$ cat config.mk
export PLATFORM = sky130hd
export DESIGN_NAME = boot_overlay_flat
export DESIGN_NICKNAME = d
export VERILOG_FILES = /design/src/rtl/boot_overlay_if.sv /design/src/rtl/boot_overlay.sv /design/src/flat_wrapper.sv
export SDC_FILE = /design/constraint.sdc
export NUM_CORES = 1
export LEC_CHECK = 0
export ABC_AREA = 1
export ABC_CLOCK_PERIOD_IN_PS = 2300
export CAP_MARGIN = 20
export CORE_ASPECT_RATIO = 0.75
export CORE_UTILIZATION = 25
export DETAILED_ROUTE_END_ITERATION = 7
export REMOVE_ABC_BUFFERS = 1
export SETUP_SLACK_MARGIN = 0.2
export SYNTH_ARGS = -nofsm -noshare
export SYNTH_HDL_FRONTEND = slang
export SYNTH_SLANG_ARGS = --single-unit
$ cat constraint.sdc
create_clock -name clk -period 2.3 [get_ports clk]
set_input_delay 0.46 -clock clk [delete_from_list [all_inputs] [get_ports clk]]
set_output_delay 0.46 -clock clk [all_outputs]
set_load 0.005 [all_outputs]
$ cat src/rtl/boot_overlay_if.sv
// 68000-style uds/lds/rw bus bundle. The same shape serves the CPU side
// (overlay is the slave) and the downstream memory side (overlay is the master).
interface boot_overlay_if #(
    parameter int ADDR_W = 24,
    parameter int DATA_W = 16
);
    logic [DATA_W-1:0] data_write;
    logic [DATA_W-1:0] data_read;
    logic [ADDR_W-1:0] addr;
    logic              uds;
    logic              lds;
    logic              rw;
    logic              ack;

    modport master (
        output data_write, addr, uds, lds, rw,
        input  data_read, ack
    );

    modport slave (
        input  data_write, addr, uds, lds, rw,
        output data_read, ack
    );
endinterface

$ cat src/rtl/boot_overlay.sv
// Boot overlay: after reset, reads inside the low window are served from a
// programmable boot ROM; everything else passes through to memory. A magic
// write to EXIT_ADDR arms exit, the following strobe negation leaves boot
// mode, and boot_req brings it back between bus cycles.
module boot_overlay #(
    parameter int              ADDR_W       = 24,
    parameter int              DATA_W       = 16,   // two byte lanes only
    parameter int              BOOT_WORDS   = 16,   // power of two, 2..4096
    parameter int              WINDOW_BYTES = 4096, // >= 2*BOOT_WORDS
    parameter int              EXIT_ADDR    = 0,
    parameter logic [DATA_W-1:0] EXIT_MAGIC = 16'hA9A9,
    parameter int              ROM_WAIT     = 1     // 0..7
) (
    input  logic                          clk,
    input  logic                          reset,
    boot_overlay_if.slave                 cpu,
    boot_overlay_if.master                mem,
    input  logic                          rom_we,
    input  logic [$clog2(BOOT_WORDS)-1:0] rom_waddr,
    input  logic [DATA_W-1:0]             rom_wdata,
    input  logic                          boot_req,
    output logic                          bootmode
);
    localparam int                IDX_W   = $clog2(BOOT_WORDS);
    localparam logic [ADDR_W:0]   WIN_LIM = (ADDR_W+1)'(WINDOW_BYTES);
    localparam logic [ADDR_W-1:0] EXIT_A  = ADDR_W'(EXIT_ADDR);
    localparam logic [2:0]        WAIT_LD = 3'(ROM_WAIT);

    typedef enum logic [1:0] {B_IDLE, B_ROM_WAIT, B_ROM_ACK, B_MEM} bus_t;
    typedef enum logic [1:0] {M_BOOT, M_ARMED, M_RUN} mode_t;

    bus_t  bus_q, bus_nxt;
    mode_t mode_q, mode_nxt;
    logic  pend_q, pend_nxt;
    logic [2:0] cnt_q, cnt_nxt;
    logic  ack_q;
    logic [DATA_W-1:0] rd_q;
    logic  prev_uds, prev_lds;

    logic [DATA_W-1:0] rom [BOOT_WORDS];

    logic             stb, start, negation, in_win, rom_hit, arm;
    logic [IDX_W-1:0] rom_idx;

    assign stb      = cpu.uds | cpu.lds;
    assign start    = stb & ~(prev_uds | prev_lds);
    // Full-word strobe release only: byte-lane drops do not complete the exit.
    assign negation = prev_uds & prev_lds & ~cpu.uds & ~cpu.lds;
    assign in_win   = {1'b0, cpu.addr} < WIN_LIM;
    assign bootmode = (mode_q != M_RUN);
    assign rom_hit  = bootmode & cpu.rw & in_win;
    // Index aliases: every BOOT_WORDS*2 bytes of the window repeat the ROM.
    assign rom_idx  = cpu.addr[IDX_W:1];
    assign arm      = (bus_q == B_IDLE) & start & ~cpu.rw & cpu.uds & cpu.lds &
                      (cpu.addr == EXIT_A) & (cpu.data_write == EXIT_MAGIC);

    // Boot ROM write port; contents survive reset by design.
    always_ff @(posedge clk) begin
        if (rom_we)
            rom[rom_waddr] <= rom_wdata;
    end

    // Bus FSM next state: source is chosen once at cycle start and held.
    always_comb begin
        bus_nxt = bus_q;
        cnt_nxt = cnt_q;
        case (bus_q)
            B_IDLE: begin
                if (start) begin
                    if (rom_hit) begin
                        bus_nxt = B_ROM_WAIT;
                        cnt_nxt = WAIT_LD;
                    end else begin
                        bus_nxt = B_MEM;
                    end
                end
            end
            B_ROM_WAIT: begin
                if (cnt_q == 3'd0) bus_nxt = B_ROM_ACK;
                else               cnt_nxt = cnt_q - 3'd1;
            end
            B_ROM_ACK: if (!stb) bus_nxt = B_IDLE;
            B_MEM:     if (!stb) bus_nxt = B_IDLE;
            default:   bus_nxt = B_IDLE;
        endcase
    end

    // Bus state, registered ack and ROM data latched at cycle start so a
    // concurrent rom_we to the same word cannot change an in-flight read.
    always_ff @(posedge clk) begin
        if (reset) begin
            bus_q    <= B_IDLE;
            cnt_q    <= 3'd0;
            ack_q    <= 1'b0;
            rd_q     <= '0;
            prev_uds <= 1'b0;
            prev_lds <= 1'b0;
        end else begin
            bus_q    <= bus_nxt;
            cnt_q    <= cnt_nxt;
            ack_q    <= (bus_nxt == B_ROM_ACK);
            prev_uds <= cpu.uds;
            prev_lds <= cpu.lds;
            if (bus_q == B_IDLE && start && rom_hit)
                rd_q <= rom[rom_idx];
        end
    end

    // Mode FSM next state: boot_req beats arm/exit; re-entry from RUN waits
    // for the bus to go idle so a cycle never changes source mid-flight.
    always_comb begin
        mode_nxt = mode_q;
        pend_nxt = pend_q;
        case (mode_q)
            M_BOOT: begin
                pend_nxt = 1'b0;
                if (!boot_req && arm) mode_nxt = M_ARMED;
            end
            M_ARMED: begin
                pend_nxt = 1'b0;
                if (boot_req)      mode_nxt = M_BOOT;
                else if (negation) mode_nxt = M_RUN;
            end
            M_RUN: begin
                if (boot_req || pend_q) begin
                    if (bus_nxt == B_IDLE) begin
                        mode_nxt = M_BOOT;
                        pend_nxt = 1'b0;
                    end else begin
                        pend_nxt = 1'b1;
                    end
                end
            end
            default: begin
                mode_nxt = M_BOOT;
                pend_nxt = 1'b0;
            end
        endcase
    end

    // Mode state register.
    always_ff @(posedge clk) begin
        if (reset) begin
            mode_q <= M_BOOT;
            pend_q <= 1'b0;
        end else begin
            mode_q <= mode_nxt;
            pend_q <= pend_nxt;
        end
    end

    // Downstream side: transparent only while a memory cycle is in flight.
    always_comb begin
        mem.addr       = cpu.addr;
        mem.data_write = cpu.data_write;
        mem.uds        = 1'b0;
        mem.lds        = 1'b0;
        mem.rw         = 1'b1;
        cpu.ack        = ack_q;
        cpu.data_read  = rd_q;
        if (bus_q == B_MEM) begin
            mem.uds       = cpu.uds;
            mem.lds       = cpu.lds;
            mem.rw        = cpu.rw;
            cpu.ack       = mem.ack;
            cpu.data_read = mem.data_read;
        end
    end
endmodule

$ cat src/flat_wrapper.sv
// flat-port wrapper written by rule: the top's interface ports become plain ports
module boot_overlay_flat 
#(
    parameter int              ADDR_W       = 24,
    parameter int              DATA_W       = 16,                         
    parameter int              BOOT_WORDS   = 16,                           
    parameter int              WINDOW_BYTES = 4096,                   
    parameter int              EXIT_ADDR    = 0,
    parameter logic [DATA_W-1:0] EXIT_MAGIC = 16'hA9A9,
    parameter int              ROM_WAIT     = 1            
)
  (clk, reset, rom_we, rom_waddr, rom_wdata, boot_req, bootmode, cpu_data_write, cpu_addr, cpu_uds, cpu_lds, cpu_rw, cpu_data_read, cpu_ack, mem_data_write, mem_addr, mem_uds, mem_lds, mem_rw, mem_data_read, mem_ack);
  boot_overlay_if #(.ADDR_W(ADDR_W), .DATA_W(DATA_W)) cpu_i ();
  boot_overlay_if #(.ADDR_W(ADDR_W), .DATA_W(DATA_W)) mem_i ();
  input  logic clk;
  input  logic reset;
  input  logic rom_we;
  input  logic [$clog2(BOOT_WORDS)-1:0] rom_waddr;
  input  logic [DATA_W-1:0] rom_wdata;
  input  logic boot_req;
  output logic bootmode;
  input wire logic [$bits(cpu_i.data_write)-1:0] cpu_data_write;
  input wire logic [$bits(cpu_i.addr)-1:0] cpu_addr;
  input wire logic [$bits(cpu_i.uds)-1:0] cpu_uds;
  input wire logic [$bits(cpu_i.lds)-1:0] cpu_lds;
  input wire logic [$bits(cpu_i.rw)-1:0] cpu_rw;
  output wire logic [$bits(cpu_i.data_read)-1:0] cpu_data_read;
  output wire logic [$bits(cpu_i.ack)-1:0] cpu_ack;
  output wire logic [$bits(mem_i.data_write)-1:0] mem_data_write;
  output wire logic [$bits(mem_i.addr)-1:0] mem_addr;
  output wire logic [$bits(mem_i.uds)-1:0] mem_uds;
  output wire logic [$bits(mem_i.lds)-1:0] mem_lds;
  output wire logic [$bits(mem_i.rw)-1:0] mem_rw;
  input wire logic [$bits(mem_i.data_read)-1:0] mem_data_read;
  input wire logic [$bits(mem_i.ack)-1:0] mem_ack;
  assign cpu_i.data_write = cpu_data_write;
  assign cpu_i.addr = cpu_addr;
  assign cpu_i.uds = cpu_uds;
  assign cpu_i.lds = cpu_lds;
  assign cpu_i.rw = cpu_rw;
  assign cpu_data_read = cpu_i.data_read;
  assign cpu_ack = cpu_i.ack;
  assign mem_data_write = mem_i.data_write;
  assign mem_addr = mem_i.addr;
  assign mem_uds = mem_i.uds;
  assign mem_lds = mem_i.lds;
  assign mem_rw = mem_i.rw;
  assign mem_i.data_read = mem_data_read;
  assign mem_i.ack = mem_ack;
  boot_overlay #(.ADDR_W(ADDR_W), .DATA_W(DATA_W), .BOOT_WORDS(BOOT_WORDS), .WINDOW_BYTES(WINDOW_BYTES), .EXIT_ADDR(EXIT_ADDR), .EXIT_MAGIC(EXIT_MAGIC), .ROM_WAIT(ROM_WAIT)) u_core (.clk(clk), .reset(reset), .cpu(cpu_i), .mem(mem_i), .rom_we(rom_we), .rom_waddr(rom_waddr), .rom_wdata(rom_wdata), .boot_req(boot_req), .bootmode(bootmode));
endmodule
==> results of run 1 <==
## layout by cell type, fill, tap and decap left out, types with 2 or more instances in the layout
cell | netlist | routed
o21ai_1 | 23 | 34
nand3_1 | 19 | 19
clkbuf_16 | 0 | 29
clkinv_2 | 0 | 8
dfxtp_1 | 27 | 25
buf_8 | 0 | 3
ha_1 | 2 | 2
inv_1 | 35 | 34
dlygate4sd2_1 | 0 | 8
dfxtp_4 | 0 | 2
nand2_1 | 129 | 128
clkbuf_2 | 3 | 2
o211ai_1 | 33 | 33
clkbuf_1 | 18 | 11
edfxtp_1 | 256 | 256
or2_2 | 2 | 2
nor3_1 | 5 | 5
and2_1 | 2 | 2
clkbuf_8 | 0 | 4
o21ai_0 | 161 | 150
bufinv_16 | 0 | 2
a21oi_1 | 21 | 21
nor2_2 | 5 | 4
clkdlybuf4s50_1 | 0 | 121
buf_4 | 46 | 15
nand3b_1 | 3 | 3
nor2_1 | 260 | 260
buf_12 | 2 | 25
buf_2 | 19 | 11
## final cells by class
class / instances / area, sq um / share of cell area [%]
Sequential cell: 283 / 8240 / 54.2
Multi-Input combinational cell: 671 / 3040 / 20.0
Timing Repair Buffer: 186 / 2040 / 13.4
Clock buffer: 44 / 822 / 5.41
Tap cell: 639 / 800 / 5.27
Inverter: 38 / 151 / 0.997
Clock inverter: 10 / 104 / 0.684
## per-stage QoR
step	std cells	instance area (sq um)	hold WS (ns)	util (%)	setup slack (ns)
after CTS	1870	15200	0.490	32.0	0.0730
after global routing	1871	15200	0.538	32.0	0.158
after floorplan	992	11400	0.454	-	0.279
after detailed placement	1811	14200	0.484	29.9	0.0415
after global placement	1811	14200	0.471	29.9	0.0468
final	1871	15200	0.493	32.0	0.235
## cell families (layout without fill, tap and decap cells)
family / after synthesis / after routing / share of synthesized area, %
fa+ha+maj: 2 / 2 / 0.208
buf+inv: 135 / 278 / 6.64
flops: 283 / 283 / 68.3
xor+xnor: 1 / 1 / 0.0727
simple gates: 428 / 428 / 14.1
compound gates: 240 / 240 / 10.7
## repair_timing
action,in CTS,in global routing
pin swaps,1,0
hold endpoints to repair,0,0
buffers inserted,4,1
setup endpoints to repair,21,12
resized for setup,81,8
gates cloned,1,0
## state kept, by name, indices dropped and copies added, names as in the netlist
name,cells
u_core.mode_q,2
u_core.prev_uds,1
u_core.prev_lds,1
u_core.pend_q,1
u_core.ack_q,1
u_core.cnt_q,3
u_core.bus_q,2
u_core.rom,256
u_core.rd_q,16
## worst max-delay path, stage by stage
cell and delay (ns):
clkdlybuf4s50_1 0.51, buf_4 0.14, clkdlybuf4s50_1 0.49
## per-layer routing
metal  share of wire, %  wire length (um)
met5              0.042                13
met4                1.7               514
met3                4.7              1450
met2                 48             14800
met1                 46             14100
## power groups by stage
stage	combinational [mW]	clock [mW]	sequential [mW]
floorplan	0.295	0	5.84
global placement	0.869	0	5.84
detailed placement	0.879	0	5.84
CTS	0.901	4.64	5.74
global route	0.990	4.86	5.74
finish	0.900	4.55	5.74
## worst max path at each step
stage | slack [ns] | endpoint | cells after the start
finish | 0.24 | mem_addr[3] | 3
global placement | 0.05 | u_core.rd_q[7]$_SDFFE_PP0P_ | 7
CTS | 0.07 | cpu_data_read[1] | 7
global route | 0.16 | cpu_data_read[9] | 7
floorplan | 0.28 | u_core.rd_q[14]$_SDFFE_PP0P_ | 7
detailed placement | 0.04 | u_core.rd_q[3]$_SDFFE_PP0P_ | 7
==> flow_summary.ini, run 1 <==
[global_routing]
gr-max-usage-layer = met2
grt_util_all_layers_pct = 12.2
use_met1_pct = 16.5
met3_usage_pct = 1.82
grt_max_degree = 79
use_met2_pct = 20.6
antenna_found_initial = 1
grt_pass1_vias = 7699
grt_overflow = 0
grt_pass1_wl_mm = 46.6

[synth]
syn_avg_cell_area_sq_um = 11.1
synth_top_area_share_pct = 63.8
ys_types = 31
synth_edf_count = 256
yosysWarnings = 0
synth_ff_type = edfxtp_1
ys_seq_area_share_pct = 68.3
synthesis.area_sq_mm = 0.0120
yosys.area.top_type = edfxtp_1
synthCells = 1089
synthTopCellsByCount = nor2_1 (260), edfxtp_1 (256), o21ai_0 (161)
async_reset_ff_share_pct = 0
synthTopCellsByArea = edfxtp_1 (64%), nor2_1 (8.1%), o21ai_0 (6.7%), dfxtp_1 (4.5%), nand2_1 (4.0%)
synth_seq_cells = 283
synthMostInstantiatedCell = nor2_1

[clock_network]
cts.clk_slew.worst_paths_ns = 0.06
cts_tree = built
cts_buffer_depth = 3
cts_max_level = 1
cts_buffers = 29
cts_sinks = 283
cts_root_buf = clkbuf_16
clk_latency_ns = 0.55
postCtsHoldBufs = 0

[sta]
fin_skew_ns = 0.0147
finalMaxSlewViolations = 0
worst_slew_pin_slew_ns = 0.933
finalCritPeriodShare_pct = 89.8
fin_crit_ns = 2.06
rsz0062_at_grt = true
maxSlewHeadroom_pct = 37.7
hold_viol_final = 0
setup-violations-final = 0
setup_tns_ns = 0
fmax_mhz = 484

[power_and_ir_drop]
p_leak_nw = 5.25
ir_drop_v = 0.000578
comb_power_share_pct = 8.0
power_density_mw_per_mm2 = 737
p_sw_mw = 2.40
p_int_mw = 8.78
swShare_pct = 21.5
pwr-share-seq_pct = 51.3
clkPwrFrac_pct = 40.7
finalPower_mw = 11.2

[hold_path]
worstHoldStart = u_core.cnt_q[1]$_SDFFE_PP0P_
worstHoldEndpoint = u_core.cnt_q[1]$_SDFFE_PP0P_
hold_path_depth = 2
holdCritPathClass = reg -> reg

[route]
ant_nets = 0
dr.pass1.iters = 5
wl_per_cell_um = 16.5
vias = 8202
drc = 0
vias_per_cell = 4.38
drt-total-wl_mm = 30.9
drtIter0Drc = 628

[placement]
gp_congestion = 0.748
portBuffers = 144
dp_hpwl_mm = 18.3

[die]
die_y_um = 192
die_w_um = 255
rows = 69
ios = 145
core_sq_mm = 0.0475
start_util_pct = 25.4
die-area_sq_mm = 0.0491

[worst_setup_path]
worstSetupPathType = in -> out
worstPathArrival_ns = 1.60
r2r-end = u_core.cnt_q[2]$_SDFFE_PP0P_
crit-reg2reg-launch = u_core.bus_q[0]$_SDFF_PP0_
crit_required_ns = 1.84
cp-start-kind = input port
worst_setup_path_end_kind = output port
critPathMaxFanout = 3
regToRegSetupSlack_ns = 0.69
crit_start = cpu_addr[3]
reg2reg_depth = 9

[cells_and_area]
drive_above_1_share_pct = 9.25
layout.nets = 1295
area_delta_synth_final_pct = 26.1
num-fill-cells = 4785
antennaDiodeCount = 0

[job]
drv_cap = 0

[run_status]
status = complete, no violations
Power figures use the tool's default switching activity.
==> run 2, diff against run 1 <==
--- a/config.mk
+++ b/config.mk
@@ -11,7 +11,8 @@
 export CORE_ASPECT_RATIO = 0.75
 export CORE_UTILIZATION = 25
 export DETAILED_ROUTE_END_ITERATION = 7
-export REMOVE_ABC_BUFFERS = 1
+export HOLD_SLACK_MARGIN = 0.15
+export PLACE_DENSITY_LB_ADDON = 0.3
 export SETUP_SLACK_MARGIN = 0.2
 export SYNTH_ARGS = -nofsm -noshare
 export SYNTH_HDL_FRONTEND = slang
==> run 2 against run 1 <==
  * Sequential share of layout area fell by 0.17 points
  * Critical path depth rose by 3
  * Combinational power increased by 2%
  * Maximum frequency down 1.7%
  * Utilization up 0.10 points
  * Worst hold slack lost 0.014 ns
  * Non-clock buffer count up 13
  * Critical path type is now reg -> out
==> flow_summary.ini, run 2 (synthesized netlist as in run 1, its figures left out) <==
[cells_and_area]
final_cell_mix = edfxtp_1 (256), nor2_1 (247), o21ai_0 (146), nand2_1 (128), clkdlybuf4s50_1 (119)
final_common_cell = edfxtp_1
largest_reg_flops = 256
drive_above_1_share_pct = 11.3
largestRegisters = u_core.rom: 256 flops, u_core.rd_q: 16 flops, u_core.cnt_q: 3 flops
antennaDiodeCount = 0
num-fill-cells = 4842
layout.nets = 1307
area_delta_synth_final_pct = 26.5
top_register = u_core.rom

[sta]
hold_viol_final = 0
finalMaxSlewViolations = 0
setup-violations-final = 0
holdWs_ns = 0.479
maxSlewHeadroom_pct = 59.0
rsz0062_at_grt = true
fin_crit_ns = 2.10
finalCritPeriodShare_pct = 91.3
fin_skew_ns = 0.00874
setup_tns_ns = 0
fmax_mhz = 476
worst_slew_pin_slew_ns = 0.613

[die]
die-area_sq_mm = 0.0491
ios = 145
die_w_um = 255
start_util_pct = 25.4
core_sq_mm = 0.0475
die_y_um = 192
rows = 69

[route]
ant_nets = 0
vias = 8065
dr.pass1.iters = 4
wl_per_cell_um = 16.4
drtIter0Drc = 635
drc = 0
drt-total-wl_mm = 30.9
vias_per_cell = 4.29

[clock_network]
cts_root_buf = clkbuf_16
cts.clk_slew.worst_paths_ns = 0.06
cts_buffer_depth = 3
clk_latency_ns = 0.54
cts_max_level = 1
cts_sinks = 283
postCtsHoldBufs = 0
cts_tree = built
cts_buffers = 28

[run_status]
status = complete, no violations

[hold_path]
holdCritPathClass = reg -> reg

[power_and_ir_drop]
p_leak_nw = 5.30
power_density_mw_per_mm2 = 726
ir_drop_v = 0.000490

[worst_setup_path]
worstSetupPathType = reg -> out
worst_setup_path_end_kind = output port
cp-start-kind = register
worstPathArrival_ns = 1.64
crit_required_ns = 1.84
critPathMaxFanout = 9

[global_routing]
grt_pass1_vias = 7800
grt_util_all_layers_pct = 12.6
antenna_found_initial = 0
grt_pass1_wl_mm = 47.5
grt_max_degree = 78
grt_overflow = 0

[job]
drv_cap = 0

[placement]
portBuffers = 144
gp_congestion = 0.735
dp_hpwl_mm = 19.2

[synth]
syn_nets = 1175
run 2: per-layer routing:
| layer | global-route usage, % | routed length, um | vias to the layer above | share of wire (%) |
|---|---|---|---|---|
| li1 | - | - | 4017 | - |
| met1 | 17.9 | 15000 | 3874 | 48 |
| met2 | 20.3 | 14400 | 146 | 47 |
| met5 | 0 | 0 | - | 0 |
| met4 | 2.73 | 483 | 0 | 1.6 |
| met3 | 1.64 | 1040 | 28 | 3.4 |
run 2: what timing repair did:
action	CTS	global route
setup endpoints to repair	22	13
buffers inserted	5	0
resized for setup	88	15
gates cloned	1	1
run 2: area by class of cell:
class,instances,area [sq um],share of cell area (%)
repair buffers,199,2110,13.8
clock buffers,36,752,4.94
clock inverters,16,126,0.830
inverters,38,146,0.961
multi-input cells,671,3070,20.1
flip-flops and latches,283,8240,54.1
well taps,639,800,5.25
run 2: path summary, 6_finish.rpt:
path                                 from                      endpoint  slack, ns  depth (start not counted)
max            u_core.bus_q[1]$_SDFF_PP0_             cpu_data_read[11]       0.20                          6
min          u_core.cnt_q[1]$_SDFFE_PP0P_  u_core.cnt_q[1]$_SDFFE_PP0P_       0.48                          2
max reg2reg    u_core.bus_q[0]$_SDFF_PP0_  u_core.cnt_q[2]$_SDFFE_PP0P_       0.73                          9
min reg2reg  u_core.cnt_q[1]$_SDFFE_PP0P_  u_core.cnt_q[1]$_SDFFE_PP0P_       0.48                          2
run 2: per-stage QoR:
| step | instance area (sq um) | utilization (%) | cells | setup slack [ns] | power, mW |
|---|---|---|---|---|---|
| after floorplan | 12000 | - | 1089 | 0.540 | 6.28 |
| after global placement | 14300 | 30.1 | 1823 | 0.111 | 6.74 |
| after detailed placement | 14300 | 30.1 | 1823 | 0.0738 | 6.75 |
| after CTS | 15200 | 32.0 | 1881 | 0.153 | 11.2 |
| after global routing | 15200 | 32.1 | 1882 | 0.112 | 11.5 |
| final | 15200 | 32.1 | 1882 | 0.200 | 11.1 |
run 2: power by group:
group          switching [mW]  internal (mW)
registers              0.0249           5.71
logic                   0.511          0.403
clock network            1.88           2.52
run 2: worst max-delay path, cell delays in order (launching register included):
cell and delay (ns):
dfxtp_4 0.35, nand2_4 0.09, inv_4 0.05, buf_12 0.12, buf_6 0.13, o21ai_1 0.14, clkdlybuf4s15_1 0.22
